[src/rtl/prbs_rx_pkg.sv]
// Shared types and constants for the 16-lane receive-side PRBS checker.
package prbs_rx_pkg;

  typedef enum logic {
    HUNT   = 1'b0,
    LOCKED = 1'b1
  } lock_state_t;

  localparam int          N_LANES          = 16;
  localparam logic [31:0] PRBS_EQN_DEFAULT = 32'h00100002;

endpackage

[src/rtl/prbs_lane_checker.sv]
// One lane: self-synchronizing PRBS predictor with HUNT/LOCKED tracking and a
// registered per-sample error flag.
module prbs_lane_checker
  import prbs_rx_pkg::*;
#(
  parameter int n_prbs     = 32,
  parameter int lock_cnt   = 64,
  parameter int unlock_err = 8
) (
  input  logic              clk,
  input  logic              rst,
  input  logic              cke,
  input  logic              din,
  input  logic [n_prbs-1:0] eqn,
  output logic              lock,
  output logic              err
);

  localparam int FILL_W  = $clog2(n_prbs + 1);
  localparam int MATCH_W = $clog2(lock_cnt + 1);
  localparam int CONS_W  = $clog2(unlock_err + 1);

  localparam logic [FILL_W-1:0]  FILL_FULL = FILL_W'(n_prbs);
  localparam logic [MATCH_W-1:0] MATCH_MAX = MATCH_W'(lock_cnt);
  localparam logic [CONS_W-1:0]  CONS_LAST = CONS_W'(unlock_err - 1);

  logic [n_prbs-1:0]  h_q, h_d;
  logic [FILL_W-1:0]  fill_q, fill_d;
  logic [MATCH_W-1:0] match_q, match_d;
  logic [CONS_W-1:0]  cons_q, cons_d;
  lock_state_t        state_q, state_d;
  logic               err_q, err_d;
  logic               pred, valid, mismatch;

  always_comb begin
    h_d      = h_q;
    fill_d   = fill_q;
    match_d  = match_q;
    cons_d   = cons_q;
    state_d  = state_q;
    err_d    = 1'b0;
    pred     = ^(h_q & eqn);
    valid    = (fill_q == FILL_FULL);
    mismatch = valid && (din != pred);

    if (cke) begin
      h_d = {h_q[n_prbs-2:0], din};
      if (!valid) fill_d = fill_q + 1'b1;

      case (state_q)
        HUNT: begin
          if (mismatch) begin
            match_d = '0;
          end else if (valid) begin
            // Count saturates so an all-zero lane keeps waiting without wrapping.
            if (match_q != MATCH_MAX) match_d = match_q + 1'b1;
            if ((match_d == MATCH_MAX) && (h_d != '0)) begin
              state_d = LOCKED;
              match_d = '0;
            end
          end
        end
        LOCKED: begin
          if (mismatch) begin
            err_d = 1'b1;
            if (cons_q == CONS_LAST) begin
              state_d = HUNT;
              match_d = '0;
              cons_d  = '0;
            end else begin
              cons_d = cons_q + 1'b1;
            end
          end else begin
            cons_d = '0;
          end
        end
      endcase
    end
  end

  always_ff @(posedge clk) begin
    if (rst) begin
      h_q     <= '0;
      fill_q  <= '0;
      match_q <= '0;
      cons_q  <= '0;
      state_q <= HUNT;
      err_q   <= 1'b0;
    end else begin
      h_q     <= h_d;
      fill_q  <= fill_d;
      match_q <= match_d;
      cons_q  <= cons_d;
      state_q <= state_d;
      err_q   <= err_d;
    end
  end

  assign lock = (state_q == LOCKED);
  assign err  = err_q;

endmodule

[src/rtl/prbs_checker_16l.sv]
// Multi-lane PRBS checker top: per-lane checkers, aggregate lock and a
// saturating error counter fed by the popcount of lane errors.
module prbs_checker_16l
  import prbs_rx_pkg::*;
#(
  parameter int n_prbs     = 32,
  parameter int n_lanes    = N_LANES,
  parameter int lock_cnt   = 64,
  parameter int unlock_err = 8,
  parameter int cnt_w      = 32
) (
  input  logic               clk,
  input  logic               rst,
  input  logic               cke,
  input  logic [n_lanes-1:0] din,
  input  logic [n_prbs-1:0]  eqn,
  input  logic               clr_err,
  output logic [n_lanes-1:0] lane_lock,
  output logic               all_lock,
  output logic [n_lanes-1:0] lane_err,
  output logic [cnt_w-1:0]   err_cnt
);

  localparam int SUM_W = $clog2(n_lanes + 1);

  logic [n_lanes-1:0] lock_w, err_w;
  logic [SUM_W-1:0]   inc;
  logic [cnt_w-1:0]   err_cnt_q, err_cnt_d;
  logic               all_lock_q, all_lock_d;

  function automatic logic [cnt_w-1:0] sat_add(input logic [cnt_w-1:0] a,
                                               input logic [SUM_W-1:0] b);
    logic [cnt_w:0] s;
    s = {1'b0, a} + (cnt_w + 1)'(b);
    if (s[cnt_w]) return '1;
    return s[cnt_w-1:0];
  endfunction

  for (genvar i = 0; i < n_lanes; i++) begin : g_lane
    prbs_lane_checker #(
      .n_prbs    (n_prbs),
      .lock_cnt  (lock_cnt),
      .unlock_err(unlock_err)
    ) u_lane (
      .clk (clk),
      .rst (rst),
      .cke (cke),
      .din (din[i]),
      .eqn (eqn),
      .lock(lock_w[i]),
      .err (err_w[i])
    );
  end

  always_comb begin
    inc = '0;
    for (int i = 0; i < n_lanes; i++) inc = inc + SUM_W'(err_w[i]);
    // A coincident clear discards this cycle's errors.
    err_cnt_d  = clr_err ? '0 : sat_add(err_cnt_q, inc);
    all_lock_d = &lock_w;
  end

  always_ff @(posedge clk) begin
    if (rst) begin
      err_cnt_q  <= '0;
      all_lock_q <= 1'b0;
    end else begin
      err_cnt_q  <= err_cnt_d;
      all_lock_q <= all_lock_d;
    end
  end

  assign lane_lock = lock_w;
  assign lane_err  = err_w;
  assign err_cnt   = err_cnt_q;
  assign all_lock  = all_lock_q;

endmodule

[config.mk]
export PLATFORM = sky130hd
export DESIGN_NAME = prbs_checker_16l
export DESIGN_NICKNAME = d
export VERILOG_FILES = /design/src/rtl/prbs_rx_pkg.sv /design/src/rtl/prbs_lane_checker.sv /design/src/rtl/prbs_checker_16l.sv
export SDC_FILE = /design/constraint.sdc
export NUM_CORES = 2
export LEC_CHECK = 0
export ABC_AREA = 1
export CAP_MARGIN = 5
export CORE_UTILIZATION = 60
export CTS_CLUSTER_DIAMETER = 120
export DETAILED_ROUTE_END_ITERATION = 7
export HOLD_SLACK_MARGIN = 0.1
export PLACE_DENSITY = 0.77
export SETUP_SLACK_MARGIN = 0.5
export SKIP_CTS_REPAIR_TIMING = 1
export SLEW_MARGIN = 20
export SYNTH_ARGS = -nofsm -noshare
export SYNTH_HDL_FRONTEND = slang
export SYNTH_SLANG_ARGS = --single-unit
[constraint.sdc]
create_clock -name clk -period 6.25 [get_ports clk]
set_clock_uncertainty 0.05 [all_clocks]
set_input_delay 0.9375 -clock clk [delete_from_list [all_inputs] [get_ports clk]]
set_output_delay 0.9375 -clock clk [all_outputs]
set_load 0.02 [all_outputs]
==> summary.md <==
| Metric | Value |
|---|---|
| H-tree levels | `3` |
| Area grow syn2layout | `7.87%` |
| Setup_tns | `0 ps` |
| Count of cell types in the netlist | `54` |
| Via Count | `48,534` |
| Relative slew slack | `22.6%` |
| Detailed-route wire length per cell | `14.8 µm` |
| Core Region | `82,600 µm²` |
| CTS tree | `built` |
| WP data arrival | `5510 ps` |
| Fraction of registers with async set/reset | `0%` |
| Worst-path clk slew | `around 60 ps` |
| Final #Nets | `around 8,000` |
| DRT Wirelength | `132 mm` |
| Final period utilization | `79.4%` |
| Die W | `292 µm` |
| First-pass GRT wire length | `around 210 mm` |
| Ports | `117` |
| Worst-margin pin slew | `~1200 ps` |
| Pleak | `25.1 nW` |
| Yosys Warn Count | `0` |
| Vias in the first global route | `43,173` |
| Final Critical Period | `between 4000 and 5000 ps` |
| Crit path max fanout | `17` |
| WP data required | `6790 ps` |
| Main synth FF type | `dfxtp_1` |
| Syn Inst Count | `7,875` |
| Fin. max-slew vios | `0` |
| Port Buffers | `about 120` |
| Filler cells | `7,482` |
| Clk sink count | `roughly 850` |
| # rows | `between 100 and 150` |
| Synth Net Count | `8,027` |
| Die height | `292 µm` |
| RSZ-0062 raised after global routing | `no` |
| Layout cells sized above 1 | `under 10%` |
| Max-cap violations | `0` |
| Pin count of the biggest net entering global routing | `between 200 and 250` |
| Status | `complete, no violations` |
| Worst skew pair latency | `650 ps` |
| Antenna violations before repair | `3` |
| Dpl ws | `1310 ps` |
| DRT iter0 DRCs | `3,701` |
| Worst setup margin | `~1300 ps` |
| Type of the worst setup path | `register to register` |
| Post-synth EDFFs | `0` |
| Worst setup EP type | `register` |
| RD Place Congestion | `0.883` |
| Final hold violations | `0` |
| Register bit count reported by yosys | `~850` |
| Starting Density | `about three fifths` |
| Max Root-Sink Buffers | `3` |
| Hold/Removal Path Class | `register to register` |
| Gr ovfl total | `0` |
| Final count of negative-setup-slack endpoints | `0` |
| Post-route DRC | `0` |
| Routed Antenna Nets | `0` |
| Vias per cell | `5.43` |
| Seq/Total Area, Yosys | `between 30% and 40%` |
| Cell area power density | `253 nW/µm²` |
| Worst setup SP type | `register` |
| F_max | `201 MHz` |
| Post-Syn Area | `50,400 µm²` |
| Syn_area_per_cell | `6.40 µm²` |
| CTS buffer count | `between 90 and 100` |
| Detailed Routing Iterations Pass 1 | `6` |
| Max VDD drop | `263 µV` |
| CTS root buf | `clkbuf_16` |
| Full die area | `85,100 µm²` |
| Post-DP HPWL | `88.6 mm` |
| GRT Overall Usage | `a little under a third` |
-- kinds of logic (layout without fill, tap and decap cells) --
group           count (synthesis)  in the layout  share of synthesized area [%]
simple gates                 4481           4481                           37.0
other cells                     0              2                              0
xor+xnor                      422            422                           7.65
compound gates                954            954                           9.68
fa+ha+maj                     100            100                           2.66
buf+inv                      1069           1053                           9.31
flops                         849            849                           33.7
-- synthesized netlist by cell type, types with 9 or more instances --
library cell	number	area (µm²)
clkinv_1	10	37.5
buf_1	18	67.6
nand4_1	85	532
o21ai_0	654	3270
nor3_1	98	490
a21oi_1	251	1260
nand2_1	2242	8420
nand2_2	72	450
buf_6	55	619
nor4_1	119	744
nand3_1	406	2030
buf_4	51	383
buf_2	9	45.0
inv_2	22	82.6
a31oi_1	12	75.1
or2_2	13	81.3
clkbuf_1	197	739
nor3b_1	9	67.6
ha_1	88	1100
o211ai_1	12	90.1
dfxtp_1	849	17000
xnor2_2	15	244
fa_1	12	240
inv_1	701	2630
nand3_2	23	230
nand3b_1	13	97.6
xnor2_1	193	1690
nor2_1	1363	5120
xor2_1	208	1820
-- where the power goes --
group / internal, mW / leakage (nW) / switching [mW]
Sequential: 5.68 / 6.97 / 0.268
Combinational: 0.747 / 16.7 / 1.50
Clock: 3.27 / 1.50 / 2.28
Total: 9.70 / 25.1 / 4.05
-- layout make-up --
class	instances	area, µm²	share of cell area, %
Timing Repair Buffer	157	1490	2.74
Antenna cell	2	5.00	0.00921
Clock buffer	136	2740	5.04
Tap cell	1070	1340	2.46
Multi-Input combinational cell	5957	28700	52.8
Clock inverter	27	312	0.573
Inverter	733	2770	5.09
Sequential cell	849	17000	31.3
-- routing by layer --
metal	global-route usage (%)	vias up	part of all wire, %
met5	0	-	0.0098
met4	12.0	2	4.1
met3	3.94	278	6.3
met2	50.4	1309	45
met1	39.8	22226	44
li1	-	24719	-
-- worst max-delay path, stage by stage (launching register included) --
cell and delay (ps):
dfxtp_1 330, fa_1 540, inv_1 60, fa_1 490
fa_1 530, fa_1 420, fa_1 360, inv_1 90
fa_1 200, nand3_1 70, nand3_1 110, nand2_1 80
a21boi_2 180, nand2_2 130, nor3_4 180, nand4_1 130
nor2_2 170, inv_1 90, nor2_4 310, inv_2 180
nand3_1 100, nand2_1 50, inv_1 50
-- registers in the layout, summed over array words and instances, names as in the netlist --
name                   count
g_lane.u_lane.lock        16
g_lane.u_lane.h_q        512
g_lane.u_lane.match_q    112
err_cnt                   32
g_lane.u_lane.err         16
g_lane.u_lane.cons_q      64
g_lane.u_lane.fill_q      96
all_lock                   1
-- through the flow --
| stage | hold WS [ps] | cells | utilization (%) | power, mW | instance area [µm²] |
|---|---|---|---|---|---|
| CTS | 405 | 8929 | 65.8 | 13.8 | 54300 |
| global placement | 387 | 8766 | 62.1 | 8.20 | 51300 |
| detailed placement | 394 | 8766 | 62.1 | 8.27 | 51300 |
| floorplan | 372 | 7875 | - | 7.71 | 50400 |
| finish | 400 | 8931 | 65.8 | 13.7 | 54300 |
| global route | 418 | 8929 | 65.8 | 14.4 | 54300 |
-- placed cells by master (no fill, tap or decap), types with 34 or more instances in the layout --
master / count
nand4_1: 85
nor3_1: 98
ha_1: 88
nand2_2: 72
nor2_1: 1363
nand3_1: 406
clkbuf_16: 95
xnor2_1: 193
a21oi_1: 251
dfxtp_1: 849
nand2_1: 2242
o21ai_0: 654
inv_1: 700
clkdlybuf4s50_1: 101
xor2_1: 208
buf_4: 34
nor4_1: 119
-- path summary, 6_finish.rpt --
kind	depth (start not counted)	to	startpoint	slack [ps]
min reg2reg	1	g_lane[9].u_lane.fill_q[5]	g_lane[9].u_lane.fill_q[5]	400
max reg2reg	22	err_cnt[30]	err_cnt[0]	1290
min	1	g_lane[9].u_lane.fill_q[5]	g_lane[9].u_lane.fill_q[5]	400
max	22	err_cnt[30]	err_cnt[0]	1290
Note: power is estimated with default switching activity, not from simulation.
